## config.mk

```make
export PLATFORM = sky130hd
export DESIGN_NAME = noc_local_eject_unit
export DESIGN_NICKNAME = d
export VERILOG_FILES = /design/src/rtl/noc_local_eject_unit_pkg.sv /design/src/rtl/noc_eject_vc_fifo.sv /design/src/rtl/noc_local_eject_unit.sv
export SDC_FILE = /design/constraint.sdc
export NUM_CORES = 1
export LEC_CHECK = 0
export ABC_CLOCK_PERIOD_IN_PS = 5200
export CORE_ASPECT_RATIO = 1.75
export CORE_MARGIN = 2
export CORE_UTILIZATION = 45
export CTS_CLUSTER_DIAMETER = 200
export DETAILED_ROUTE_END_ITERATION = 10
export PLACE_DENSITY = 0.67
export SYNTH_ARGS = -nofsm -noshare
export SYNTH_HDL_FRONTEND = slang
export SYNTH_SLANG_ARGS = --single-unit
```

## constraint.sdc

```tcl
create_clock -name noc_clk -period 5.2 [get_ports noc_clk]
set_input_delay 0.78 -clock noc_clk [delete_from_list [all_inputs] [get_ports noc_clk]]
set_output_delay 0.78 -clock noc_clk [all_outputs]
set_load 0.005 [all_outputs]
```

## src/rtl/noc_local_eject_unit_pkg.sv

```systemverilog
// Shared types and constants for the local-output ejection stage.
// Optional per-VC packet counters are enabled with NOC_EJECT_PKT_CNT_EN.
package noc_local_eject_unit_pkg;

    localparam int NOC_VC_CHANNEL = 2;
    localparam int NOC_PORTS      = 5;
    localparam int NOC_FLIT_W     = 64;

    typedef struct packed {
        logic                  last;
        logic [NOC_FLIT_W-1:0] data;
    } noc_flit_t;

    typedef enum logic [0:0] {
        EJ_IDLE   = 1'b0,
        EJ_LOCKED = 1'b1
    } ej_state_t;

    // Round-robin successor of VC index v among n channels.
    function automatic int unsigned wrap_inc(input int unsigned v, input int unsigned n);
        return (v + 32'd1 >= n) ? 32'd0 : v + 32'd1;
    endfunction

endpackage

```

## src/rtl/noc_eject_vc_fifo.sv

```systemverilog
// Per-VC flit buffer: circular storage with registered pointers and occupancy count.
// Read data comes straight from storage (no output register).
module noc_eject_vc_fifo #(
    parameter int W     = 65,
    parameter int DEPTH = 4,
    localparam int AW   = $clog2(DEPTH),
    localparam int CW   = $clog2(DEPTH + 1)
) (
    input  logic          clk,
    input  logic          rst,
    input  logic          push,
    input  logic [W-1:0]  wdata,
    input  logic          pop,
    output logic [W-1:0]  rdata,
    output logic          full,
    output logic          empty,
    output logic [CW-1:0] count
);

    logic [W-1:0]  mem_r [DEPTH];
    logic [AW-1:0] wr_ptr_r;
    logic [AW-1:0] rd_ptr_r;
    logic [CW-1:0] count_r;
    logic          do_push_s;
    logic          do_pop_s;

    assign full      = (count_r == CW'(DEPTH));
    assign empty     = (count_r == {CW{1'b0}});
    assign count     = count_r;
    assign rdata     = mem_r[rd_ptr_r];
    assign do_push_s = push && !full;
    assign do_pop_s  = pop && !empty;

    // Storage write; contents are don't-care until the pointers cover them.
    always_ff @(posedge clk) begin
        if (do_push_s) begin
            mem_r[wr_ptr_r] <= wdata;
        end
    end

    // Pointer and occupancy tracking; pointers wrap naturally at power-of-2 depth.
    always_ff @(posedge clk or posedge rst) begin
        if (rst) begin
            wr_ptr_r <= {AW{1'b0}};
            rd_ptr_r <= {AW{1'b0}};
            count_r  <= {CW{1'b0}};
        end else begin
            if (do_push_s) begin
                wr_ptr_r <= wr_ptr_r + AW'(1);
            end
            if (do_pop_s) begin
                rd_ptr_r <= rd_ptr_r + AW'(1);
            end
            case ({do_push_s, do_pop_s})
                2'b10:   count_r <= count_r + CW'(1);
                2'b01:   count_r <= count_r - CW'(1);
                default: count_r <= count_r;
            endcase
        end
    end

endmodule

```

## src/rtl/noc_local_eject_unit.sv

```systemverilog
// Local ejection stage: per-VC ingress mux from the granted port, per-VC buffers,
// packet-atomic round-robin egress to the NI. Define NOC_EJECT_PKT_CNT_EN for pkt_cnt_o.
module noc_local_eject_unit
    import noc_local_eject_unit_pkg::*;
#(
    parameter int CHANNELS = NOC_VC_CHANNEL,
    parameter int FLIT_W   = NOC_FLIT_W,
    parameter int DEPTH    = 4,
    localparam int VCW     = (CHANNELS > 1) ? $clog2(CHANNELS) : 1,
    localparam int CW      = $clog2(DEPTH + 1)
) (
    input  logic                                 noc_clk,
    input  logic                                 noc_rst,
    input  logic [CHANNELS-1:0][NOC_PORTS-1:0]   grant_i,
    output logic [CHANNELS-1:0]                  free_o,
    output logic [CHANNELS-1:0]                  vc_ready_o,
    input  logic [NOC_PORTS-1:0]                 port_valid_i,
    input  logic [NOC_PORTS-1:0][VCW-1:0]        port_vc_i,
    input  logic [NOC_PORTS-1:0]                 port_last_i,
    input  logic [NOC_PORTS-1:0][FLIT_W-1:0]     port_flit_i,
    output logic [NOC_PORTS-1:0]                 port_ready_o,
    output logic                                 out_valid_o,
    output logic [VCW-1:0]                       out_vc_o,
    output logic                                 out_last_o,
    output logic [FLIT_W-1:0]                    out_flit_o,
    input  logic                                 out_ready_i
`ifdef NOC_EJECT_PKT_CNT_EN
    ,
    output logic [CHANNELS-1:0][15:0]            pkt_cnt_o
`endif
);

    logic [CHANNELS-1:0][NOC_PORTS-1:0] sel_s;
    logic [CHANNELS-1:0]                push_s;
    logic [CHANNELS-1:0]                pop_s;
    logic [CHANNELS-1:0]                full_s;
    logic [CHANNELS-1:0]                empty_s;
    logic [CHANNELS-1:0][FLIT_W:0]      push_data_s;
    logic [CHANNELS-1:0][FLIT_W:0]      head_data_s;
    logic [CHANNELS-1:0][CW-1:0]        count_s;
    ej_state_t                          state_r;
    logic [VCW-1:0]                     lock_vc_r;
    logic [VCW-1:0]                     rr_r;
    logic [VCW-1:0]                     pick_s;
    logic                               any_s;
    logic                               head_valid_s;
    logic [FLIT_W:0]                    head_s;

    // A port feeds VC v only when v's grant is exactly that port and the flit is tagged v.
    for (genvar v = 0; v < CHANNELS; v++) begin : g_vc
        for (genvar p = 0; p < NOC_PORTS; p++) begin : g_port
            assign sel_s[v][p] = (grant_i[v] == (NOC_PORTS'(1) << p)) &&
                                 (port_vc_i[p] == VCW'(v)) && !full_s[v];
        end

        noc_eject_vc_fifo #(
            .W     (FLIT_W + 1),
            .DEPTH (DEPTH)
        ) u_fifo (
            .clk   (noc_clk),
            .rst   (noc_rst),
            .push  (push_s[v]),
            .wdata (push_data_s[v]),
            .pop   (pop_s[v]),
            .rdata (head_data_s[v]),
            .full  (full_s[v]),
            .empty (empty_s[v]),
            .count (count_s[v])
        );

        assign vc_ready_o[v] = (count_s[v] < CW'(DEPTH));
        assign pop_s[v]      = head_valid_s && out_ready_i && (lock_vc_r == VCW'(v));
    end

    // Ingress mux: at most one selected port per VC, so OR-reduction is a clean mux.
    always_comb begin
        port_ready_o = '0;
        push_s       = '0;
        push_data_s  = '0;
        for (int v = 0; v < CHANNELS; v++) begin
            for (int p = 0; p < NOC_PORTS; p++) begin
                port_ready_o[p] = port_ready_o[p] | sel_s[v][p];
                push_s[v]       = push_s[v] | (sel_s[v][p] & port_valid_i[p]);
                push_data_s[v]  = push_data_s[v] |
                                  ({(FLIT_W + 1){sel_s[v][p]}} & {port_last_i[p], port_flit_i[p]});
            end
        end
    end

    // First non-empty VC at or after the round-robin pointer (descending scan, lowest offset wins).
    always_comb begin
        pick_s = rr_r;
        for (int i = CHANNELS - 1; i >= 0; i--) begin
            if (!empty_s[(int'(rr_r) + i) % CHANNELS]) begin
                pick_s = VCW'((int'(rr_r) + i) % CHANNELS);
            end else begin
                pick_s = pick_s;
            end
        end
    end

    assign any_s        = ~&empty_s;
    assign head_s       = head_data_s[lock_vc_r];
    assign head_valid_s = (state_r == EJ_LOCKED) && !empty_s[lock_vc_r];

    assign out_valid_o  = head_valid_s;
    assign out_vc_o     = head_valid_s ? lock_vc_r : {VCW{1'b0}};
    assign out_last_o   = head_valid_s & head_s[FLIT_W];
    assign out_flit_o   = head_valid_s ? head_s[FLIT_W-1:0] : {FLIT_W{1'b0}};

    // Free pulse one cycle after a tail flit enters a VC buffer.
    always_ff @(posedge noc_clk or posedge noc_rst) begin
        if (noc_rst) begin
            free_o <= '0;
        end else begin
            for (int v = 0; v < CHANNELS; v++) begin
                free_o[v] <= push_s[v] & push_data_s[v][FLIT_W];
            end
        end
    end

    // Egress FSM: lock onto one VC until its tail leaves, so packets never interleave.
    always_ff @(posedge noc_clk or posedge noc_rst) begin
        if (noc_rst) begin
            state_r   <= EJ_IDLE;
            lock_vc_r <= {VCW{1'b0}};
            rr_r      <= {VCW{1'b0}};
        end else begin
            case (state_r)
                EJ_IDLE: begin
                    if (any_s) begin
                        state_r   <= EJ_LOCKED;
                        lock_vc_r <= pick_s;
                    end
                end
                EJ_LOCKED: begin
                    if (head_valid_s && out_ready_i && head_s[FLIT_W]) begin
                        state_r <= EJ_IDLE;
                        rr_r    <= VCW'(wrap_inc(int'(lock_vc_r), CHANNELS));
                    end
                end
                default: begin
                    state_r <= EJ_IDLE;
                end
            endcase
        end
    end

`ifdef NOC_EJECT_PKT_CNT_EN
    // Per-VC count of tails delivered to the NI; wraps at 16 bits.
    always_ff @(posedge noc_clk or posedge noc_rst) begin
        if (noc_rst) begin
            pkt_cnt_o <= '0;
        end else begin
            for (int v = 0; v < CHANNELS; v++) begin
                if (pop_s[v] && head_s[FLIT_W]) begin
                    pkt_cnt_o[v] <= pkt_cnt_o[v] + 16'd1;
                end
            end
        end
    end
`endif

endmodule

```

==> qor.csv <==
metric,value,unit
crit_required,4420,ps
max-clock-path-buffers,3,
clock_skew,10.74,ps
vias_per_cell,6.579,
syn_area,25010,um^2
rsz0062_at_grt,no,
critPathArrivalTime,3490,ps
worst_setup_path_end_kind,primary output,
post_cts_buffers,0,
hp-class,flip-flop to flip-flop,
die_w,182.2,um
grt_start_max_net_pins,66,
grt_first_pass_wirelength,120500,um
crit_chain,"nor3_1, mux2i_1, nand2_2, buf_4, nor2_1, clkdlybuf4s50_1",
p_leak,10.19,nW
yosysWarnings,0,
die_area,57560,um^2
crit_buf_inv,2,
initial_core_util,45.43,%
fmax,234.2,MHz
placed_area,29990,um^2
drive_above_1_share,14.09,%
drtIter0Drc,1559,
cts.clk_slew.worst_paths,70,ps
track_usage,29.12,%
finalSetupTns,0,ps
cts.sinks,539,
ys_seq_elements,539,
ys.flop_type,edfxtp_1,
synth_area_per_cell,16.78,um^2
boundaryPins,424,
tritoncts,yes,
syn_inst,1491,
design_area,31480,um^2
critPathSlowestCell,nand2_2,
synthArstFlopShare,3.525,%
synth_fp_nets,1851,
relSlewSlack,23.00,%
drv_cap,0,
grt.overflow.total,0,
critPathMaxStageDelay,730,ps
hpwl,55190,um
irDropWorstVdd,0.0003596,V
clk_latency,550,ps
routed_wirelength,84140,um
outcome,"complete, no violations",
ys_types,58,
place_ws,1095,ps
syn_to_final_growth,25.84,%
detail_route.drc_violations,0,
finalHoldViolCount,0,
power_density,427.7,nW/um^2
path_max_fanout,30,
ant_nets,0,
nets,2225,
grt_pass1_vias,18110,
fin_crit_sh,82.12,%
die_height,315.9,um
ys_seq_area_share,64.33,%
synth-edff-count,520,
rows,114,
drt-pass1-iter-count,8,
root_buffer,clkbuf_16,
antenna_found_initial,7,
cts_buffers,44,
setup_violations,0,
wl_per_cell,32.42,um
slew_violations,0,
htree_num_levels,2,
portBuffers,423,
ctsHoldBuffers,0,
vias,17070,
coreArea,55060,um^2
gp_congestion,0.9104,
fin_ws,929.6,ps
worst_path_dominant_cell_family,simple AND/OR/NAND/NOR gates,
tightest_slew,1155,ps
cts_resized,0,
period_minus_slack,4270,ps
start_kind,flip-flop,
critPathKind,flip-flop to primary output,
[layer usage]
layer,global-route usage (%),part of all wire (%),up-vias
met1,33.52,35,8635
met3,5.828,8.6,217
met2,51.78,51,1112
met5,0,0.026,-
li1,-,-,7105
met4,14.50,5.2,4
[sequential cells by signal (all words and copies together) (netlist names)]
register / cells
state_r: 1
rr_r: 1
g_vc.u_fifo.mem_r: 520
g_vc.u_fifo.count: 6
g_vc.u_fifo.wr_ptr_r: 4
lock_vc_r: 1
g_vc.u_fifo.rd_ptr_r: 4
free_o: 2
[metrics by stage]
step	power (mW)	hold slack [ps]	instances	utilization [%]
after detailed placement	10.17	529.1	2515	54.48
after CTS	13.61	540.3	2591	57.15
after floorplan	7.772	491.8	1491	-
final	13.46	541.3	2595	57.17
after global placement	10.14	510.1	2515	54.47
after global routing	13.99	563.0	2593	57.16
[layout make-up]
type	count	area [um^2]
fill	4281	23580
multi-input combinational	801	8341
timing repair buffer	462	4614
antenna	4	10.01
inverter	17	63.81
clock inverter	23	315.3
clock buffer	53	1156
tap	696	870.8
sequential	539	16100
[cell usage in the layout, fill, tap and decap left out, drive strengths merged, types with 10 or more instances in the layout]
cell / count
buf: 39
clkbuf: 53
nor2: 74
edfxtp: 520
a22oi: 164
dfrtp: 19
clkdlybuf4s50: 423
mux2i: 67
a21o: 12
o21ai: 25
mux4: 130
ha: 10
nand2: 16
a2bb2oi: 22
inv: 18
clkinv: 12
a221o: 92
o2bb2ai: 93
[synthesized netlist by cell type, drive strengths merged, types with 2 or more instances]
cell type  number  share of area (%)
edfxtp        520                 62
a22oi         164                4.9
mux4          130                 12
o2bb2ai        93                3.3
a221o          92                3.7
buf            77                1.6
nor2           74                1.2
mux2i          67                2.7
clkbuf         57               0.86
o21ai          25               0.50
a2bb2oi        22               0.77
dfrtp          19                1.9
inv            17               0.26
nand2          16               0.24
a21o           12               0.36
ha             10               0.50
nor3b           8               0.35
o22ai           8               0.20
xnor2           8               0.28
a22o            6               0.21
nand3           5               0.10
nor2b           5               0.13
nor3            5               0.15
and2            4               0.10
and3b           4               0.14
nand4b          4               0.14
or2             4               0.10
xor2            4               0.14
a211oi          3               0.14
a21oi           3              0.060
or3             3              0.075
or4             3               0.11
fa              2               0.16
mux2            2              0.090
o22a            2              0.070
[kinds of logic (layout without fill, tap and decap cells)]
family | Yosys count | count (layout) | share of synthesized area (%)
flops | 539 | 539 | 64.33
buf+inv | 151 | 555 | 2.671
fa+ha+maj | 12 | 12 | 0.6603
mux | 199 | 199 | 14.48
other cells | 0 | 4 | 0
xor+xnor | 12 | 12 | 0.4202
compound gates | 437 | 437 | 14.47
simple gates | 141 | 141 | 2.976
[final timing paths]
path	start	endpoint	slack, ps	cells after the start
worst min register to register	g_vc[1].u_fifo.wr_ptr_r[0]	g_vc[1].u_fifo.wr_ptr_r[0]	540	1
max in group asynchronous	noc_rst	lock_vc_r	3890	2
worst max-delay path	g_vc[0].u_fifo.count[0]	out_flit_o[58]	930	6
worst max register to register	g_vc[1].u_fifo.count[0]	g_vc[1].u_fifo.count[2]	1890	9
worst min-delay path	g_vc[1].u_fifo.wr_ptr_r[0]	g_vc[1].u_fifo.wr_ptr_r[0]	540	1
min in group asynchronous	noc_rst	free_o[1]	700	2
[report_power, final]
group	leakage, nW	switching, mW	total, mW	internal, mW
registers	5.02	0.306	5.25	4.95
clock network	0.712	1.48	3.46	1.98
logic	4.46	2.23	4.75	2.52
Note: power is estimated with default switching activity, not from simulation.
